<file path="src/rtl/traffic_input_conditioner.sv">
// Conditions raw push-button/switch inputs (2-flop sync + debounce FSMs) and generates a step tick.
// Latency: raw edge to debounced output is 2 + DB_CYC cycles; tick is combinational from the prescaler count.
// Backpressure: none; all outputs are free-running pulses/levels with no handshake.
//
// Ports:
//   clk        - system clock, all logic on the rising edge
//   rst        - synchronous active-low reset
//   start_raw  - asynchronous push-button (active-high)
//   sw_raw     - asynchronous 2-bit mode switches
//   tick       - one-cycle pulse every TICK_DIV cycles
//   start_db   - debounced start level; start_rise pulses on its 0->1 edge
//   sw_db      - debounced switch vector; sw_chg pulses whenever it changes
// Optional build macro: TICK_PAUSE_EN - freezes the prescaler and masks tick while start_db is high.

module traffic_input_conditioner #(
    parameter int CLK_HZ  = 125000000,
    parameter int TICK_HZ = 1,
    parameter int DB_MS   = 20
) (
    input  logic       clk,
    input  logic       rst,
    input  logic       start_raw,
    input  logic [1:0] sw_raw,
    output logic       tick,
    output logic       start_db,
    output logic       start_rise,
    output logic [1:0] sw_db,
    output logic       sw_chg
);

    localparam int TICK_DIV = CLK_HZ / TICK_HZ;
    localparam int DB_CYC   = (CLK_HZ / 1000) * DB_MS;
    localparam int TW       = $clog2(TICK_DIV);
    localparam int DW       = $clog2(DB_CYC);

    localparam logic [TW-1:0] TICK_LAST = TW'(TICK_DIV - 1);
    localparam logic [DW-1:0] DB_LAST   = DW'(DB_CYC - 1);
    localparam logic [DW-1:0] DB_ONE    = DW'(1);

    typedef enum logic {
        STABLE  = 1'b0,
        PENDING = 1'b1
    } db_state_t;

    // ------------------------------------------------------------------
    // Two-flop synchronizers
    // ------------------------------------------------------------------
    logic [1:0] start_sync;
    logic [1:0] sw_sync1;
    logic [1:0] sw_sync2;
    logic       s_start;
    logic [1:0] s_sw;

    always_ff @(posedge clk) begin
        if (!rst) begin
            start_sync <= 2'b00;
            sw_sync1   <= 2'b00;
            sw_sync2   <= 2'b00;
        end else begin
            start_sync <= {start_sync[0], start_raw};
            sw_sync1   <= sw_raw;
            sw_sync2   <= sw_sync1;
        end
    end

    assign s_start = start_sync[1];
    assign s_sw    = sw_sync2;

    // ------------------------------------------------------------------
    // Start debouncer
    // ------------------------------------------------------------------
    db_state_t       start_st;
    logic [DW-1:0]   start_cnt;

    always_ff @(posedge clk) begin
        if (!rst) begin
            start_st   <= STABLE;
            start_cnt  <= '0;
            start_db   <= 1'b0;
            start_rise <= 1'b0;
        end else begin
            start_rise <= 1'b0;
            case (start_st)
                STABLE: begin
                    if (s_start != start_db) begin
                        start_st  <= PENDING;
                        start_cnt <= DB_ONE;
                    end else begin
                        start_cnt <= '0;
                    end
                end
                PENDING: begin
                    if (s_start == start_db) begin
                        // input bounced back before the window closed
                        start_st  <= STABLE;
                        start_cnt <= '0;
                    end else if (start_cnt == DB_LAST) begin
                        start_db   <= s_start;
                        start_rise <= s_start;  // only the 0->1 commit pulses
                        start_st   <= STABLE;
                        start_cnt  <= '0;
                    end else begin
                        start_cnt <= start_cnt + 1'b1;
                    end
                end
                default: begin
                    start_st  <= STABLE;
                    start_cnt <= '0;
                end
            endcase
        end
    end

    // ------------------------------------------------------------------
    // Switch debouncer: the 2-bit vector is one unit. While pending, the
    // window keeps running across bit changes as long as the synced value
    // still differs from sw_db; the value committed is whatever is synced
    // at the final cycle.
    // ------------------------------------------------------------------
    db_state_t       sw_st;
    logic [DW-1:0]   sw_cnt;

    always_ff @(posedge clk) begin
        if (!rst) begin
            sw_st  <= STABLE;
            sw_cnt <= '0;
            sw_db  <= 2'b00;
            sw_chg <= 1'b0;
        end else begin
            sw_chg <= 1'b0;
            case (sw_st)
                STABLE: begin
                    if (s_sw != sw_db) begin
                        sw_st  <= PENDING;
                        sw_cnt <= DB_ONE;
                    end else begin
                        sw_cnt <= '0;
                    end
                end
                PENDING: begin
                    if (s_sw == sw_db) begin
                        sw_st  <= STABLE;
                        sw_cnt <= '0;
                    end else if (sw_cnt == DB_LAST) begin
                        sw_db  <= s_sw;
                        sw_chg <= 1'b1;
                        sw_st  <= STABLE;
                        sw_cnt <= '0;
                    end else begin
                        sw_cnt <= sw_cnt + 1'b1;
                    end
                end
                default: begin
                    sw_st  <= STABLE;
                    sw_cnt <= '0;
                end
            endcase
        end
    end

    // ------------------------------------------------------------------
    // Tick prescaler
    // ------------------------------------------------------------------
    logic [TW-1:0] pre_cnt;
    logic          pause;

`ifdef TICK_PAUSE_EN
    assign pause = start_db;
`else
    assign pause = 1'b0;
`endif

    always_ff @(posedge clk) begin
        if (!rst) begin
            pre_cnt <= '0;
        end else if (!pause) begin
            pre_cnt <= (pre_cnt == TICK_LAST) ? '0 : pre_cnt + 1'b1;
        end
    end

    // Masking with pause keeps tick low even if the count froze on its last value.
    assign tick = (pre_cnt == TICK_LAST) && !pause;

endmodule

</file>
<file path="config.mk">
export PLATFORM = sky130hd
export DESIGN_NAME = traffic_input_conditioner
export DESIGN_NICKNAME = d
export VERILOG_FILES = /design/src/rtl/traffic_input_conditioner.sv
export SDC_FILE = /design/constraint.sdc
export NUM_CORES = 1
export LEC_CHECK = 0
export BUFFER_PORTS_ARGS = -buffer_cell sky130_fd_sc_hd__buf_2
export CORE_UTILIZATION = 47
export CTS_CLUSTER_DIAMETER = 40
export CTS_CLUSTER_SIZE = 40
export DETAILED_ROUTE_END_ITERATION = 8
export GPL_ROUTABILITY_DRIVEN = 1
export PLACE_DENSITY = 0.71
export SLEW_MARGIN = 20
export SYNTH_ARGS = -nofsm -noshare
export SYNTH_HDL_FRONTEND = slang
export SYNTH_SLANG_ARGS = --single-unit
</file>
<file path="constraint.sdc">
create_clock -name clk -period 1.7 [get_ports clk]
set_input_delay 0.085 -clock clk [delete_from_list [all_inputs] [get_ports clk]]
set_output_delay 0.085 -clock clk [all_outputs]
set_load 0.02 [all_outputs]
</file>
==> results of run 1 <==
stage by stage:
step	hold WS, ns	instance area (um2)	total power, uW	std cells
finish	0.101	4710	3620	604
global route	0.121	4710	3750	604
CTS	0.0945	4580	3640	599
global placement	0.289	4280	2120	578
detailed placement	0.300	4280	2120	578
floorplan	0.212	3800	2080	432
area by class of cell:
type                       count  share of cell area
tap                          102              0.0271
timing repair buffer          70               0.121
sequential                    84               0.361
clock inverter                 5              0.0165
clock buffer                  10              0.0271
inverter                      10             0.00796
multi-input combinational    323               0.440
routing by layer:
layer  vias to the layer above  part of all wire  wire length, um
met4                         0             0.020              162
met1                      1586              0.47             3870
met5                         -                 0                0
met3                        15             0.028              231
li1                       1700                 -                -
met2                        49              0.48             3910
tightest hold or removal path: stages:
cell	delay, ns
buf_2	0.18
nand2_1	0.10
nor4_1	0.04
what timing repair did:
action / CTS / global route
hold buffers: 3 / 0
setup endpoints to repair: 9 / 69
hold endpoints to repair: 3 / 0
resized for setup: 13 / 19
pin swaps: 2 / 6
buffers inserted: 2 / 4
cloned: 1 / 1
cells in the final DEF (no fill, tap or decap), types with 2 or more instances in the layout:
master and n:
or4_1 8, dfxtp_2 12, buf_12 2, and4_1 11, buf_2 9, xnor2_1 14, or3_1 19, or3_4 2
dfxtp_1 71, and2_4 2, dlygate4sd3_1 3, o31ai_1 9, nand2_1 25, xor2_1 24, and3_1 13, nand4_1 19
clkinv_2 2, a21oi_1 31, nor4b_2 6, a21oi_2 2, and2_1 11, clkbuf_8 9, inv_1 10, nor3_1 3
nand3_1 29, nor4_1 5, a211oi_1 2, nor2_1 45, buf_6 4, or4_4 4, buf_4 51, o21ai_0 24
bufinv_16 2
power groups by stage:
stage	Sequential (uW)	Clock (uW)	Combinational, uW
finish	2000	1530	99.4
global route	2000	1640	110
CTS	2000	1550	86.4
detailed placement	2040	0	77.8
global placement	2040	0	76.9
floorplan	2040	0	40.9
sequential cells by signal, indices dropped and copies added, names as in the netlist:
signal,flops
sw_sync1,2
start_rise,1
sw_chg,1
start_db,1
s_sw,2
sw_st,1
sw_db,2
start_st,1
start_sync,2
start_cnt,22
sw_cnt,22
pre_cnt,27
kinds of logic (layout without fill, tap and decap cells):
logic type,count (synthesis),after routing
xor+xnor,38,38
simple gates,210,210
fa+ha+maj,3,3
flops,84,84
buf+inv,25,95
compound gates,72,72
worst max-delay path by stage:
stage / startpoint / endpoint / cells after the start
CTS: pre_cnt[1]$_SDFF_PP0_ / pre_cnt[20]$_SDFF_PP0_ / 5
floorplan: sw_cnt[2]$_SDFF_PP0_ / sw_cnt[19]$_SDFF_PP0_ / 5
finish: pre_cnt[6]$_SDFF_PP0_ / pre_cnt[15]$_SDFF_PP0_ / 8
global placement: pre_cnt[1]$_SDFF_PP0_ / pre_cnt[20]$_SDFF_PP0_ / 5
global route: pre_cnt[6]$_SDFF_PP0_ / pre_cnt[15]$_SDFF_PP0_ / 8
detailed placement: pre_cnt[1]$_SDFF_PP0_ / pre_cnt[20]$_SDFF_PP0_ / 5
==> impl_metrics.toml, run 1 <==
[status]
status = "complete, but fails checks"
failed_checks = "setup timing"

[die]
io_pins = 11
die_h_um = 91.3
coreArea_um2 = 7730
start_util = 0.485
dieArea_um2 = 8330
die_x_um = 91.3
fp-row-count = 32

[synth]
synth_ff_type = "dfxtp_1"
syn-num-nets = 440
synth_edf_count = 0
synth_top_area_share = 0.449
synth_area_um2 = 3750
yosysMostFrequentCell = "dfxtp_1"
syn_inst = 432
synth_top_cell_by_area = "dfxtp_1"
synth_top_cells_by_count = "dfxtp_1, nor2_1, a21oi_1"
yosys_register_bits = 84
synth_compound_gate_area_share = 0.111
synth_top_family_by_area = "simple AND/OR/NAND/NOR gates"
synth-simple-area-share = 0.315
yosysSeqAreaShare = 0.449
synth_xor_area_frac = 0.0888
yosys-top-cells-area = "dfxtp_1, xor2_1, nor2_1, a21oi_1, nand3_1"
synth_cell_types = 32
synth-adder-area-share = 0.0100
synth-async-reset-ratio = 0
muxShareOfSynthArea = 0
syn_area_per_cell_um2 = 8.67
ys_warn_count = 0

[route]
drtIter0Drc = 161
first_pass_iters = 4
num_vias = 3350
vias_per_cell = 5.55
wl_um = 8170
drc = 0
ant_nets = 0
routedWlPerCell_um = 13.5

[cts]
clockRootBuffer = "clkbuf_8"
clk_path_buf_depth = 2
cts_max_level = 3
numClockSinks = 84
cts_made_buffers = 9
cts_tree = "yes"
path_clk_slew_ns = 0.08
insertion_delay_ns = 0.36

[placement]
preCtsSetupSlack_ns = -0.0791
io_buffers = 10
finalWeightedCongestion = 0.838
hpwl_um = 5630

[global_routing]
globalRouteMet1Util = 0.255
overflow = 0
grt_pass1_wl_um = 13800
top_usage_layer = "met2"
antenna_found_initial = 0
first_global_vias = 3146
use_met2 = 0.348
grt_start_max_net_pins = 22
grt_usage = 0.204
grt_use_met3 = 0.0293

[finish]
seq_area_um2 = 1700
final_util = 0.610
multi_input_area_um2 = 2070
nets = 506
fillers = 680
drive_gt1_frac = 0.237
antenna_cells = 0
area_growth_pct = 25.8

[setup_path]
crit_slowest_cell = "dfxtp_2"
crit_chain = "buf_4 > nor4b_2 > nand3_1 > buf_4 > o31ai_4 > buf_4 > buf_12 > a21oi_1"
critPathBufInv = 4
setup.worst_path.end_class = "flip-flop"
cp-start-kind = "flip-flop"
critical_path_required_ns = 1.94
r2r_setup_slack_ns = -0.09
path_max_fanout = 9
r2r_cells = 8
reg2reg_from = "pre_cnt[6]$_SDFF_PP0_"
critical_path.top_delay_family = "buffers and inverters"
crit-reg2reg-capture = "pre_cnt[15]$_SDFF_PP0_"
arrival_ns = 2.03
cpMostUsedCell = "buf_4"
critical_path_class = "flip-flop to flip-flop"
slowest_delay_ns = 0.33

[power_and_ir_drop]
worst_ir_drop_vdd_v = 0.000458
leakagePower_uw = 0.00167
seq_power_share = 0.551
p_switching_uw = 772
clkPwrFrac = 0.421
powerDensity_nw_per_um2 = 769
pwr-share-comb = 0.027
switching_share = 0.213
internal-power_uw = 2850

[timing]
max_freq_mhz = 558
worst-slew-pin-transition_ns = 0.412
fin_crit_sh = 1.05
setup_violations = 28
final.setup.tns_ns = -1.96
drv_slew = 0
fin_ws_ns = -0.0909
fin_worst_skew_ns = 0.0111
grt_setup_unrepaired = "true"
slew_headroom = 0.722
min_period_ns = 1.79
finalHoldViolCount = 0

[worst_hold_path]
hold_path.startpoint = "rst"
hold_class = "primary input to flip-flop"
worstHoldPathCells = 3
min_to = "start_rise$_SDFF_PP0_"

[job]
drv_cap = 0
No activity file was read; power rests on OpenSTA's default activity.
==> run 2, diff against run 1 <==
--- a/config.mk
+++ b/config.mk
@@ -6,6 +6,7 @@
 export NUM_CORES = 1
 export LEC_CHECK = 0
 export BUFFER_PORTS_ARGS = -buffer_cell sky130_fd_sc_hd__buf_2
+export CORE_ASPECT_RATIO = 1.4
 export CORE_UTILIZATION = 47
 export CTS_CLUSTER_DIAMETER = 40
 export CTS_CLUSTER_SIZE = 40
==> run 2 against run 1 <==
  * The run still ends with setup timing left
  * First-iteration DRC count shrank 17%
  * Combinational power is 5% higher
  * Non-clock buffer count is 9 higher
  * Total power down 4.2%
  * Via count is 3.1% higher
  * Fmax decreased by 1.4%
  * Final cell count increased by 1.5%
  * Critical path type unchanged
  * Largest power group unchanged
==> impl_metrics.toml, run 2 (synthesis results as in run 1) <==
[status]
status = "complete, but fails checks"
failed_checks = "setup timing"

[cts]
clk_path_buf_depth = 2
path_clk_slew_ns = 0.08
clockRootBuffer = "clkbuf_8"
numClockSinks = 84
insertion_delay_ns = 0.36
cts_made_buffers = 9
cts_tree = "yes"
cts_max_level = 3

[route]
num_vias = 3454
first_pass_iters = 4
vias_per_cell = 5.63
drc = 0
drtIter0Drc = 133
wl_um = 8670
ant_nets = 0
routedWlPerCell_um = 14.1

[finish]
reg.largest.list = "pre_cnt: 27 flops, start_cnt: 22 flops, sw_cnt: 22 flops"
antenna_cells = 0
fillers = 662
multi_input_area_um2 = 2150
fin_area_um2 = 4840
seq_area_um2 = 1700
regMostFlops = "pre_cnt"
drive_gt1_frac = 0.279
final_cell_mix = "dfxtp_1, buf_4, nor2_1"
largest_register_ffs = 27
nets = 516
final_util = 0.624
area_growth_pct = 29.1
final_common_cell = "dfxtp_1"

[timing]
grt_setup_unrepaired = "true"
holdWs_ns = 0.0735
drv_slew = 0
setup_violations = 28
min_period_ns = 1.82
fin_worst_skew_ns = 0.00780
slew_headroom = 0.717
final.setup.tns_ns = -2.76
worst-slew-pin-transition_ns = 0.420
fin_ws_ns = -0.116
max_freq_mhz = 551
finalHoldViolCount = 0
fin_crit_sh = 1.07

[setup_path]
critical_path_required_ns = 1.94
setup.worst_path.end_class = "flip-flop"
r2r_setup_slack_ns = -0.12
path_max_fanout = 7
arrival_ns = 2.05
r2r_cells = 8
reg2reg_from = "pre_cnt[10]$_SDFF_PP0_"
crit-reg2reg-capture = "pre_cnt[25]$_SDFF_PP0_"
cp-start-kind = "flip-flop"
critical_path_class = "flip-flop to flip-flop"

[worst_hold_path]
hold_path.startpoint = "rst"
hold_class = "primary input to flip-flop"
worstHoldPathCells = 3
min_to = "start_rise$_SDFF_PP0_"

[power_and_ir_drop]
powerDensity_nw_per_um2 = 717
worst_ir_drop_vdd_v = 0.000479
leakagePower_uw = 0.00168

[placement]
preCtsSetupSlack_ns = -0.0724
finalWeightedCongestion = 0.870
placed_area_um2 = 4310
io_buffers = 10
hpwl_um = 5600

[global_routing]
grt_pass1_wl_um = 13800
antenna_found_initial = 0
grt_start_max_net_pins = 18
first_global_vias = 3234
overflow = 0
grt_usage = 0.208

[die]
io_pins = 11
die_h_um = 108
dieArea_um2 = 8340
fp-row-count = 38
start_util = 0.483
coreArea_um2 = 7750
die_x_um = 77.5

[job]
drv_cap = 0
[run 2: report_power, final]
| part | switching (uW) | internal [uW] |
|---|---|---|
| logic | 50.2 | 53.7 |
| clock network | 696 | 673 |
| registers | 14.4 | 1980 |
[run 2: stage by stage]
| stage | cells | total power [uW] |
|---|---|---|
| 6_report | 613 | 3470 |
| 4_1_cts | 605 | 3480 |
| 5_1_grt | 613 | 3620 |
| 3_5_place_dp | 582 | 2120 |
| 2_1_floorplan | 432 | 2080 |
| 3_3_place_gp | 582 | 2110 |
[run 2: worst max-delay path, cell delays in order, from the launching register on]
cell and delay (ns):
dfxtp_1 0.35, buf_4 0.16, nor4b_4 0.31, nand3_2 0.16, buf_4 0.18, o31ai_4 0.22
buf_6 0.15, buf_8 0.12, a21oi_1 0.05
[run 2: area by class of cell]
cell class / count / share of cell area
repair buffers: 79 / 0.131
well taps: 100 / 0.0259
clock inverters: 5 / 0.0109
clock buffers: 11 / 0.0272
multi-input cells: 324 / 0.445
inverters: 10 / 0.00776
flip-flops and latches: 84 / 0.352
[run 2: timing repair]
action / 4_1_cts / 5_1_grt
resized for setup: 18 / 43
setup endpoints to repair: 11 / 71
hold endpoints to repair: 3 / 0
cloned: 1 / 2
pin swaps: 14 / 13
hold buffers: 3 / 0
setup buffers: 3 / 6
[run 2: layer usage]
| metal | share of wire | wire length (um) | GRT usage |
|---|---|---|---|
| met1 | 0.42 | 3640 | 0.226 |
| met2 | 0.51 | 4410 | 0.375 |
| met3 | 0.044 | 378 | 0.0432 |
| met4 | 0.028 | 243 | 0.112 |
| met5 | 0 | 0 | 0 |
[run 2: worst max-delay path by stage]
| stage | cells past startpoint | slack, ns | from | endpoint |
|---|---|---|---|---|
| CTS | 5 | -0.07 | pre_cnt[9]$_SDFF_PP0_ | pre_cnt[20]$_SDFF_PP0_ |
| detailed placement | 5 | -0.07 | pre_cnt[1]$_SDFF_PP0_ | pre_cnt[20]$_SDFF_PP0_ |
| floorplan | 5 | 0.005 | sw_cnt[2]$_SDFF_PP0_ | sw_cnt[19]$_SDFF_PP0_ |
| global route | 8 | -0.17 | pre_cnt[10]$_SDFF_PP0_ | pre_cnt[25]$_SDFF_PP0_ |
| finish | 8 | -0.12 | pre_cnt[10]$_SDFF_PP0_ | pre_cnt[25]$_SDFF_PP0_ |
| global placement | 4 | -0.007 | pre_cnt[10]$_SDFF_PP0_ | pre_cnt[25]$_SDFF_PP0_ |
==> run 3, diff against run 2 <==
--- a/config.mk
+++ b/config.mk
@@ -12,8 +12,9 @@
 export CTS_CLUSTER_SIZE = 40
 export DETAILED_ROUTE_END_ITERATION = 8
 export GPL_ROUTABILITY_DRIVEN = 1
-export PLACE_DENSITY = 0.71
+export PLACE_DENSITY = 0.69
 export SLEW_MARGIN = 20
 export SYNTH_ARGS = -nofsm -noshare
 export SYNTH_HDL_FRONTEND = slang
 export SYNTH_SLANG_ARGS = --single-unit
+export TNS_END_PERCENT = 30
==> constraint.sdc (replaced) <==
create_clock -name clk -period 2.2 [get_ports clk]
set_input_delay 0.11 -clock clk [delete_from_list [all_inputs] [get_ports clk]]
set_output_delay 0.11 -clock clk [all_outputs]
set_load 0.02 [all_outputs]
==> run 3 against run 2 <==
  * The flow now finishes without violations
  * Final area down 13%
  * Total power down 13%
  * Clock power up 4%
  * Core utilization down 8.1 points
  * Global-route usage down 2.6 points
  * Worst hold slack better by 0.020 ns
  * First-iteration DRC count down 2.3%
  * Sequential share of layout area up 4.8 points
  * Non-clock buffer count down 58
  * Count of clock-buffer cells in the layout down 2
==> impl_metrics.toml, run 3 (synthesis results as in run 1) <==
[cts]
path_clk_slew_ns = 0.09
post-cts-setup-buffer-count = 0
cts_max_level = 3
postCtsHoldBufs = 3
cts_tree = "yes"
numClockSinks = 84
cts.repair.resized = 0
clk_path_buf_depth = 2
insertion_delay_ns = 0.35
clockRootBuffer = "clkbuf_8"
cts_made_buffers = 9

[worst_hold_path]
hold_class = "primary input to flip-flop"
worstHoldPathCells = 3
hold_path.startpoint = "rst"
min_to = "start_rise$_SDFF_PP0_"

[setup_path]
slowest_delay_ns = 0.62
setup.worst_path.end_class = "flip-flop"
arrival_ns = 2.29
cp-start-kind = "flip-flop"
critical_path.top_delay_family = "simple AND/OR/NAND/NOR gates"
critical_path_class = "flip-flop to flip-flop"
path_max_fanout = 14
reg2reg_from = "pre_cnt[6]$_SDFF_PP0_"
r2r_setup_slack_ns = 0.19
crit-reg2reg-capture = "pre_cnt[23]$_SDFF_PP0_"
crit_chain = "nand4_1 > or4_4 > or4_1 > a21oi_1"
crit_slowest_cell = "or4_4"
critical_path_required_ns = 2.48
r2r_cells = 4
critPathBufInv = 0

[finish]
nets = 457
reg.largest.list = "pre_cnt: 27 flops, start_cnt: 22 flops, sw_cnt: 22 flops"
antenna_cells = 0
largest_register_ffs = 27
regMostFlops = "pre_cnt"
fin_area_um2 = 4210
final_cell_mix = "dfxtp_1, nor2_1, a21oi_1"
final_common_cell = "dfxtp_1"
area_growth_pct = 12.4
drive_gt1_frac = 0.0839
final_util = 0.543

[timing]
setup_violations = 0
drv_slew = 0
slew_headroom = 0.697
grt_setup_unrepaired = "false"
max_freq_mhz = 497
finalHoldViolCount = 0
worst-slew-pin-transition_ns = 0.450
fin_worst_skew_ns = 0.00974
fin_crit_sh = 0.914
min_period_ns = 2.01
final.setup.tns_ns = 0
fin_ws_ns = 0.189

[die]
io_pins = 11
fp-row-count = 38
die_h_um = 108
coreArea_um2 = 7750
dieArea_um2 = 8340
start_util = 0.483
die_x_um = 77.5

[global_routing]
overflow = 0
grt_usage = 0.182
grt_start_max_net_pins = 22
antenna_found_initial = 0
grt_pass1_wl_um = 12100
first_global_vias = 2886

[route]
drc = 0
ant_nets = 0
wl_um = 7010
drtIter0Drc = 130
routedWlPerCell_um = 12.7
first_pass_iters = 4
num_vias = 3100
vias_per_cell = 5.61

[placement]
finalWeightedCongestion = 0.807
preCtsSetupSlack_ns = 0.209
hpwl_um = 4960
io_buffers = 10
placed_area_um2 = 3920

[power_and_ir_drop]
worst_ir_drop_vdd_v = 0.000351
leakagePower_uw = 0.00136
powerDensity_nw_per_um2 = 714

[status]
status = "finished, final reports clean"

[job]
drv_cap = 0
[run 3: worst max path at each step]
stage | from | end | slack, ns | cells past startpoint
finish | pre_cnt[6]$_SDFF_PP0_ | pre_cnt[23]$_SDFF_PP0_ | 0.19 | 4
global route | pre_cnt[6]$_SDFF_PP0_ | pre_cnt[25]$_SDFF_PP0_ | 0.10 | 4
CTS | pre_cnt[6]$_SDFF_PP0_ | pre_cnt[23]$_SDFF_PP0_ | 0.19 | 4
detailed placement | pre_cnt[6]$_SDFF_PP0_ | pre_cnt[23]$_SDFF_PP0_ | 0.21 | 4
global placement | pre_cnt[2]$_SDFF_PP0_ | pre_cnt[25]$_SDFF_PP0_ | 0.28 | 4
floorplan | sw_cnt[0]$_SDFF_PN0_ | sw_cnt[14]$_SDFF_PP0_ | 0.35 | 7
[run 3: stage by stage]
step           total power [uW]  cells  hold WS (ns)
6_report                   3010    553        0.0932
2_1_floorplan              1610    432         0.237
3_3_place_gp               1620    535         0.341
5_1_grt                    3120    553        0.0900
3_5_place_dp               1620    535         0.328
4_1_cts                    3050    553        0.0762
[run 3: metal layers]
metal,GRT usage,up-vias,share of wire
met1,0.206,1465,0.45
met2,0.315,33,0.50
met4,0.0863,0,0.015
li1,-,1597,-
met5,0,-,0
met3,0.0508,5,0.031
[run 3: cell type report]
type / count / area [um2]
tap: 100 / 125
clock inverter: 6 / 136
timing repair buffer: 21 / 140
fill: 698 / 3540
sequential: 84 / 1680
clock buffer: 9 / 124
multi-input combinational: 323 / 1970
inverter: 10 / 37.5
[run 3: where the power goes]
part	internal [uW]	switching, uW
registers	1530	11.4
clock network	866	551
logic	20.8	25.3
total	2420	588
[run 3: worst register-to-register path: cells and delay by family (launching register included)]
| kind | cells | cell delay (ns) |
|---|---|---|
| AO/OA/AOI/OAI | 1 | 0.16 |
| flip-flops | 1 | 0.45 |
| AND/OR/NAND/NOR | 3 | 1.34 |
